## src/rtl/rob_tag_allocator.sv

```systemverilog
// rtl/rob_tag_allocator.sv - in-order ROB tag allocator and write-side driver of the bypass register file
// Optional same-cycle complete-to-commit path is enabled by defining ROB_COMPLETE_BYPASS_EN.
module rob_tag_allocator #(
    parameter int NUM_ENTRIES       = 8,
    parameter int LOG_NUM_ENTRIES   = 3,
    parameter int NUM_REGISTERS     = 8,
    parameter int LOG_NUM_REGISTERS = 3
) (
    input  logic                         clk_i,
    input  logic                         rst_ni,
    input  logic                         alloc_valid_i,
    input  logic                         alloc_writes_i,
    input  logic [LOG_NUM_REGISTERS-1:0] alloc_dest_i,
    output logic                         alloc_ready_o,
    output logic [LOG_NUM_ENTRIES-1:0]   alloc_tag_o,
    output logic                         bypass_we_o,
    output logic [LOG_NUM_REGISTERS-1:0] bypass_waddr_o,
    output logic [LOG_NUM_ENTRIES-1:0]   bypass_d_o,
    input  logic                         complete_valid_i,
    input  logic [LOG_NUM_ENTRIES-1:0]   complete_tag_i,
    output logic                         commit_valid_o,
    output logic [LOG_NUM_ENTRIES-1:0]   commit_tag_o,
    output logic [LOG_NUM_REGISTERS-1:0] commit_dest_o,
    output logic                         commit_writes_o,
    input  logic                         commit_ready_i,
    input  logic                         flush_i,
    output logic [LOG_NUM_ENTRIES:0]     count_o,
    output logic                         empty_o,
    output logic                         full_o
);

    localparam logic [LOG_NUM_ENTRIES:0] FULL_COUNT = (LOG_NUM_ENTRIES+1)'(NUM_ENTRIES);

    logic [NUM_ENTRIES-1:0]                         valid_q, valid_d;
    logic [NUM_ENTRIES-1:0]                         done_q, done_d;
    logic [NUM_ENTRIES-1:0]                         writes_q, writes_d;
    logic [NUM_ENTRIES-1:0][LOG_NUM_REGISTERS-1:0]  dest_q, dest_d;
    logic [LOG_NUM_ENTRIES-1:0]                     head_q, head_d;
    logic [LOG_NUM_ENTRIES-1:0]                     tail_q, tail_d;
    logic [LOG_NUM_ENTRIES:0]                       count_q, count_d;

    logic full;
    logic alloc_fire;
    logic commit_valid;
    logic commit_fire;

    assign full       = (count_q == FULL_COUNT);
    assign alloc_fire = alloc_valid_i & ~full & ~flush_i;

`ifdef ROB_COMPLETE_BYPASS_EN
    // A completion aimed at the live head retires it in the same cycle.
    assign commit_valid = valid_q[head_q] &
                          (done_q[head_q] | (complete_valid_i & (complete_tag_i == head_q)));
`else
    assign commit_valid = valid_q[head_q] & done_q[head_q];
`endif

    assign commit_fire = commit_valid & commit_ready_i & ~flush_i;

    assign alloc_ready_o   = ~full;
    assign alloc_tag_o     = tail_q;
    assign bypass_we_o     = alloc_fire & alloc_writes_i;
    assign bypass_waddr_o  = alloc_dest_i;
    assign bypass_d_o      = tail_q;
    assign commit_valid_o  = commit_valid;
    assign commit_tag_o    = head_q;
    assign commit_dest_o   = dest_q[head_q];
    assign commit_writes_o = writes_q[head_q];
    assign count_o         = count_q;
    assign empty_o         = (count_q == '0);
    assign full_o          = full;

    always_comb begin
        valid_d  = valid_q;
        done_d   = done_q;
        writes_d = writes_q;
        dest_d   = dest_q;
        head_d   = head_q;
        tail_d   = tail_q;
        count_d  = count_q;
        if (flush_i) begin
            valid_d = '0;
            done_d  = '0;
            head_d  = '0;
            tail_d  = '0;
            count_d = '0;
        end else begin
            // Uses the registered valid, so a tag being allocated right now cannot be completed.
            if (complete_valid_i && valid_q[complete_tag_i]) begin
                done_d[complete_tag_i] = 1'b1;
            end
            if (alloc_fire) begin
                valid_d[tail_q]  = 1'b1;
                done_d[tail_q]   = 1'b0;
                dest_d[tail_q]   = alloc_dest_i;
                writes_d[tail_q] = alloc_writes_i;
                tail_d           = tail_q + 1'b1;
            end
            if (commit_fire) begin
                valid_d[head_q] = 1'b0;
                done_d[head_q]  = 1'b0;
                head_d          = head_q + 1'b1;
            end
            case ({alloc_fire, commit_fire})
                2'b10:   count_d = count_q + 1'b1;
                2'b01:   count_d = count_q - 1'b1;
                default: count_d = count_q;
            endcase
        end
    end

    always_ff @(posedge clk_i or negedge rst_ni) begin
        if (!rst_ni) begin
            valid_q  <= '0;
            done_q   <= '0;
            writes_q <= '0;
            dest_q   <= '0;
            head_q   <= '0;
            tail_q   <= '0;
            count_q  <= '0;
        end else begin
            valid_q  <= valid_d;
            done_q   <= done_d;
            writes_q <= writes_d;
            dest_q   <= dest_d;
            head_q   <= head_d;
            tail_q   <= tail_d;
            count_q  <= count_d;
        end
    end

    a_count_bounded: assert property (@(posedge clk_i) disable iff (!rst_ni)
        count_q <= FULL_COUNT);

    a_ptr_distance: assert property (@(posedge clk_i) disable iff (!rst_ni)
        (tail_q - head_q) == count_q[LOG_NUM_ENTRIES-1:0]);

    a_dest_in_range: assert property (@(posedge clk_i) disable iff (!rst_ni)
        alloc_valid_i |-> (32'(alloc_dest_i) < NUM_REGISTERS));

endmodule

```

## config.mk

```make
export PLATFORM = sky130hd
export DESIGN_NAME = rob_tag_allocator
export DESIGN_NICKNAME = d
export VERILOG_FILES = /design/src/rtl/rob_tag_allocator.sv
export SDC_FILE = /design/constraint.sdc
export NUM_CORES = 1
export LEC_CHECK = 0
export ABC_AREA = 1
export CORE_ASPECT_RATIO = 0.7
export CORE_MARGIN = 2
export CORE_UTILIZATION = 55
export CTS_BUF_LIST = sky130_fd_sc_hd__clkbuf_8
export DETAILED_ROUTE_END_ITERATION = 6
export PLACE_DENSITY = 0.77
export SETUP_SLACK_MARGIN = 0.5
export SLEW_MARGIN = 20
export SYNTH_ARGS = -nofsm -noshare
export SYNTH_HDL_FRONTEND = slang
export SYNTH_SLANG_ARGS = --single-unit
```

## constraint.sdc

```tcl
create_clock -name clk_i -period 4.8 [get_ports clk_i]
set_input_delay 0.96 -clock clk_i [delete_from_list [all_inputs] [get_ports clk_i]]
set_output_delay 0.96 -clock clk_i [all_outputs]
set_load 0.05 [all_outputs]
```

**After elaboration in Yosys (flattened, before gate mapping)**

Cells that the tools add are included.
W data, S select, Z words.

- Bits in registers: 58
- Input bits: 13
- Output and inout port bits: 25

- Add/subtract/negate cells: 4
- $lt $le $gt $ge: 6
- Equal/unequal tests: 3
- Muxes and demuxes: 36
- Bitwise operators: 15
- Reductions and logical operators: 9

Operators by type and width:

| operator | count |
|---|---|
| $mux W8 | 10 |
| $and A8 B8 Y8 | 3 |
| $bwmux W24 | 1 |
| $mux W3 | 6 |
| $not A8 Y8 | 2 |
| $or A8 B8 Y8 | 2 |
| $bmux W1 S3 | 4 |
| $lt A3 B4 Y1 const B | 3 |
| $bmux W3 S3 | 1 |
| $demux W1 S3 | 3 |
| $demux W3 S3 | 1 |
| $ge A3 B1 Y1 const B | 3 |
| $bwmux W8 | 1 |
| $pmux W4 S2 | 1 |
| $mux W1 | 7 |
| $add A3 B1 Y3 const B | 2 |
| $and A1 B1 Y1 | 6 |
| $add A4 B1 Y4 const B | 1 |
| $eq A4 B4 Y1 const B | 1 |
| $logic_and A1 B1 Y1 | 4 |
| $logic_not A4 Y1 | 1 |
| $mux W4 | 1 |
| $reduce_bool A2 Y1 | 2 |
| $sub A4 B1 Y4 const B | 1 |
| 5 further kinds | 6 |

**Depth between registers and ports, before layout**

- Depth after elaboration: 13
- Gate-level depth with buffers: 19
- Mapped depth without buffers: 18

**Least setup slack after synthesis**

Ideal clock, no wire load.

- Kind: register to output
- Start: register count_q[0], in the netlist count_o[0]
- End: output port bypass_we_o
- Arrival: 2.617 ns
- Required time: 3.840 ns
- Slack: 1.223 ns
- Cell stages (with the launch flop): 7
- Cell sequence: dfrtp_1 nor2_1 nand3_1 inv_1 nor2_1 nand2_1 nor2_1

- Word-level cells in the longest chain between the ends: 5

Ends and longest elaborated chain:

| element | line | RTL |
|---|---|---|
| start, declared | 40 | `logic [LOG_NUM_ENTRIES:0] count_q, count_d;` |
| start signal, assigned | 128 | `count_q <= count_d;` |
| $eq A4 B4 Y1 | 47 | `assign full = (count_q == FULL_COUNT);` |
| $not A1 Y1 | -- |  |
| via alloc_ready_o | 14 | `output logic alloc_ready_o,` |
| $and A1 B1 Y1 (2 in series) | 48 | `assign alloc_fire = alloc_valid_i & ~full & ~flush_i;` |
| $and A1 B1 Y1 | 62 | `assign bypass_we_o = alloc_fire & alloc_writes_i;` |
| end, declared | 16 | `output logic bypass_we_o,` |

The timed path passes the listed nets, and every way through them passes these cells.

**Worst setup path in the final report**

- Start: input port flush_i
- End: output port bypass_we_o

- Word-level cells in the longest chain between the ends: 3

Ends and longest elaborated chain:

| element | line | RTL |
|---|---|---|
| start, declared | 26 | `input logic flush_i,` |
| $not A1 Y1 (no line) | -- |  |
| $and A1 B1 Y1 | 48 |  |
| $and A1 B1 Y1 | 62 |  |

No other way between the ends.

==> flow_summary.json <==
{
  "status": "finished, final reports clean",
  "placement.cell_area_um2": 3520,
  "postSynth.topFlopCell": "sky130_fd_sc_hd__dfrtp_1",
  "arrival_ns": 2.96,
  "r2r.worst_path.cells": 18,
  "1st_pass_router_iterations": 7,
  "fp.coreArea_um2": 5370,
  "finalMaxSlewViolations": 0,
  "critPathLaunchType": "input port",
  "p_leak_nw": 1.84,
  "place_hpwl_um": 5290,
  "setup.worst_path.class": "input port to primary output",
  "hp-start": "dest_q[13]$_DFFE_PN0P_",
  "htreeDepth": 3,
  "cts_sink_cnt": 58,
  "netlist-cell-type-count": 26,
  "globalRoute.totalOverflow": 0,
  "worst_slew_pin_slew_ns": 0.923,
  "synth_simple_gate_area_share_pct": 29.1,
  "number_of_rows_in_the_core_area": 22,
  "tritoncts_clock_tree": "done",
  "fillers": 450,
  "dp_worst_setup_slack_ns": 0.906,
  "antenna_found_initial": 0,
  "via_count_of_the_first_global_routing_pass": 2574,
  "cts_buffer_depth": 2,
  "grt_util_all_layers_pct": 27.4,
  "worstSkewPairLatency_ns": 0.34,
  "drcViolationCount": 0,
  "edff_count_synth": 0,
  "yosys.area.top_type_share_pct": 46.2,
  "min_delay_worst_endpoint": "dest_q[13]$_DFFE_PN0P_",
  "syn-instance-count": 423,
  "drt-vias-per-instance": 5.44,
  "final_antenna_net_count": 0,
  "synthAdderAreaFrac_pct": 2.23,
  "cts.repair.resized": 0,
  "final_layout_size_suffix_gt1_share_pct": 5.21,
  "fin_crit_ns": 3.92,
  "timing.max_slew.rel_slack_pct": 38.4,
  "initial_core_utilization_pct": 58.5,
  "synth.area.mux_share_pct": 0,
  "timing.final.crit_share_pct": 81.7,
  "cts_hold_repair.buffers": 0,
  "timing.final.ws_setup_ns": 0.881,
  "yosys_register_bits": 58,
  "cell_type_contributing_the_most_total_cell_area_after_synthesis": "sky130_fd_sc_hd__dfrtp_1",
  "synth-xor-area-share_pct": 0.279,
  "routed-via-count": 2901,
  "placer_s_final_routability_congestion_estimate": 0.848,
  "io_buffer_count": 37,
  "reg2reg_to": "count_o[3]$_DFFE_PN0P_",
  "synth.area.top_cells": "sky130_fd_sc_hd__dfrtp_1 (46%), sky130_fd_sc_hd__nand2_1 (14%), sky130_fd_sc_hd__o21ai_0 (8.3%)",
  "ctsRootBufferMaster": "sky130_fd_sc_hd__clkbuf_8",
  "synth_top_family_by_area": "simple AND/OR/NAND/NOR gates",
  "global_route_wire_length_before_repair_um": 13000,
  "area_delta_synth_final_pct": 18.5,
  "finalSetupViolCount": 0,
  "path_clk_slew_ns": 0.06,
  "setup_repair_after_global_routing_missed_its_margin": "false",
  "holdPathStages": 2,
  "cts_post_setup_buffers_inserted": 0,
  "num_io_pins": 38,
  "final_cell_area_um2": 3720,
  "total_power_w": 0.00126,
  "post_synth_most_frequent_cells": "sky130_fd_sc_hd__nand2_1 (118), sky130_fd_sc_hd__dfrtp_1 (58), sky130_fd_sc_hd__o21ai_0 (52)",
  "maxClockFrequency_mhz": 255,
  "finalHoldViolations": 0,
  "ys_async_sr_fraction_pct": 100,
  "timing.clock.skew_ns": 0.00574,
  "crit_path_max_fanout": 13,
  "drt-initial-drc-count": 226,
  "count_of_warnings_emitted_by_yosys": 0,
  "dieArea_um2": 6340,
  "sequential_fraction_of_the_synthesis_area_pct": 46.2,
  "synthesis.area_per_instance_um2": 7.42,
  "grt_max_degree": 59,
  "yosys.cell_count.top_type": "sky130_fd_sc_hd__nand2_1",
  "drt_wl_total_um": 7740,
  "finalNetCount": 475,
  "hold_path_class": "flip-flop to flip-flop",
  "cts_made_buffers": 9,
  "routed_wire_length_per_instance_um": 14.5,
  "netlist_area_um2": 3140,
  "die_ht_um": 67.2,
  "antenna-diode-count": 0,
  "final.hold.worst_slack_ns": 0.484,
  "reg2reg_setup_slack_ns": 1.85,
  "fin_tns_setup_ns": 0,
  "cellPowerDensity_nw_per_um2": 338,
  "critical_path_required_ns": 3.84,
  "cap_violations": 0,
  "die_x_um": 94.3,
  "crit_path_end_kind": "primary output",
  "power.ir.vdd_worst_mv": 0.165,
  "worstReg2RegStart": "commit_tag_o[0]$_DFFE_PN0P_",
  "synth_compound_area_share_pct": 13.5,
  "mappedNetlistNets": 441
}
==> worst max-delay path by stage <==
stage | slack (ns) | from | to
after floorplan | 1.22 | count_o[0]$_DFFE_PN0P_ | bypass_we_o
after detailed placement | 0.91 | flush_i | bypass_we_o
after global routing | 0.76 | flush_i | bypass_we_o
after global placement | 0.92 | flush_i | bypass_we_o
after CTS | 0.88 | flush_i | bypass_we_o
final | 0.88 | flush_i | bypass_we_o
==> kinds of logic after synthesis <==
family,count (synthesis)
simple gates,217
xor+xnor,1
fa+ha+maj,5
compound gates,77
buf+inv,65
flops,58
==> placed cells by master (no fill, tap or decap), drive strengths merged <==
| cell type | count |
|---|---|
| nand2 | 119 |
| dfrtp | 58 |
| o21ai | 53 |
| inv | 52 |
| nor2 | 51 |
| nand3 | 37 |
| clkdlybuf4s50 | 36 |
| a21oi | 10 |
| o21a | 9 |
| clkbuf | 9 |
| nor3 | 6 |
| o2111ai | 4 |
| ha | 4 |
| nand4 | 3 |
| buf | 3 |
| bufinv | 2 |
| o22ai | 1 |
| nor4 | 1 |
| xnor2 | 1 |
| fa | 1 |
| clkinv | 1 |
==> through the flow <==
stage	utilization (%)	std cells
after floorplan	-	423
after detailed placement	65.6	518
final	69.3	533
after global routing	69.3	533
after CTS	69.3	533
after global placement	65.6	518
==> critical path, stage by stage <==
cell and delay [ns]:
sky130_fd_sc_hd__clkdlybuf4s50_1 0.54, sky130_fd_sc_hd__inv_1 0.35, sky130_fd_sc_hd__nand2_1 0.19, sky130_fd_sc_hd__nor2_1 0.12
sky130_fd_sc_hd__clkdlybuf4s50_1 0.81
==> power breakdown <==
group / switching (W) / internal, W / total (W)
Sequential: 0.0000349 / 0.000538 / 0.000573
Combinational: 0.000145 / 0.0000755 / 0.000220
Clock: 0.000183 / 0.000283 / 0.000466
Total: 0.000363 / 0.000896 / 0.00126
==> routing by layer <==
layer | wire length [um] | global-route usage [%] | vias to the layer above
li1 | - | - | 1425
met1 | 3860 | 41.3 | 1354
met2 | 3190 | 38.5 | 111
met3 | 586 | 8.48 | 11
met4 | 95 | 6.88 | 0
met5 | 0 | 0 | -
==> registers in the layout, indices dropped and copies added (netlist names) <==
| name | flops |
|---|---|
| count_o | 4 |
| dest_q | 24 |
| done_q | 8 |
| valid_q | 8 |
| alloc_tag_o | 3 |
| writes_q | 8 |
| commit_tag_o | 3 |
==> cell type report <==
type | instances | area, um2 | area share, %
flip-flops and latches | 58 | 1450 | 39.0
multi-input cells | 300 | 1420 | 38.1
repair buffers | 39 | 380 | 10.2
inverters | 49 | 184 | 4.94
clock buffers | 9 | 124 | 3.33
well taps | 72 | 90.1 | 2.42
clock inverters | 6 | 76.3 | 2.05
Note: power is estimated with default switching activity, not from simulation.
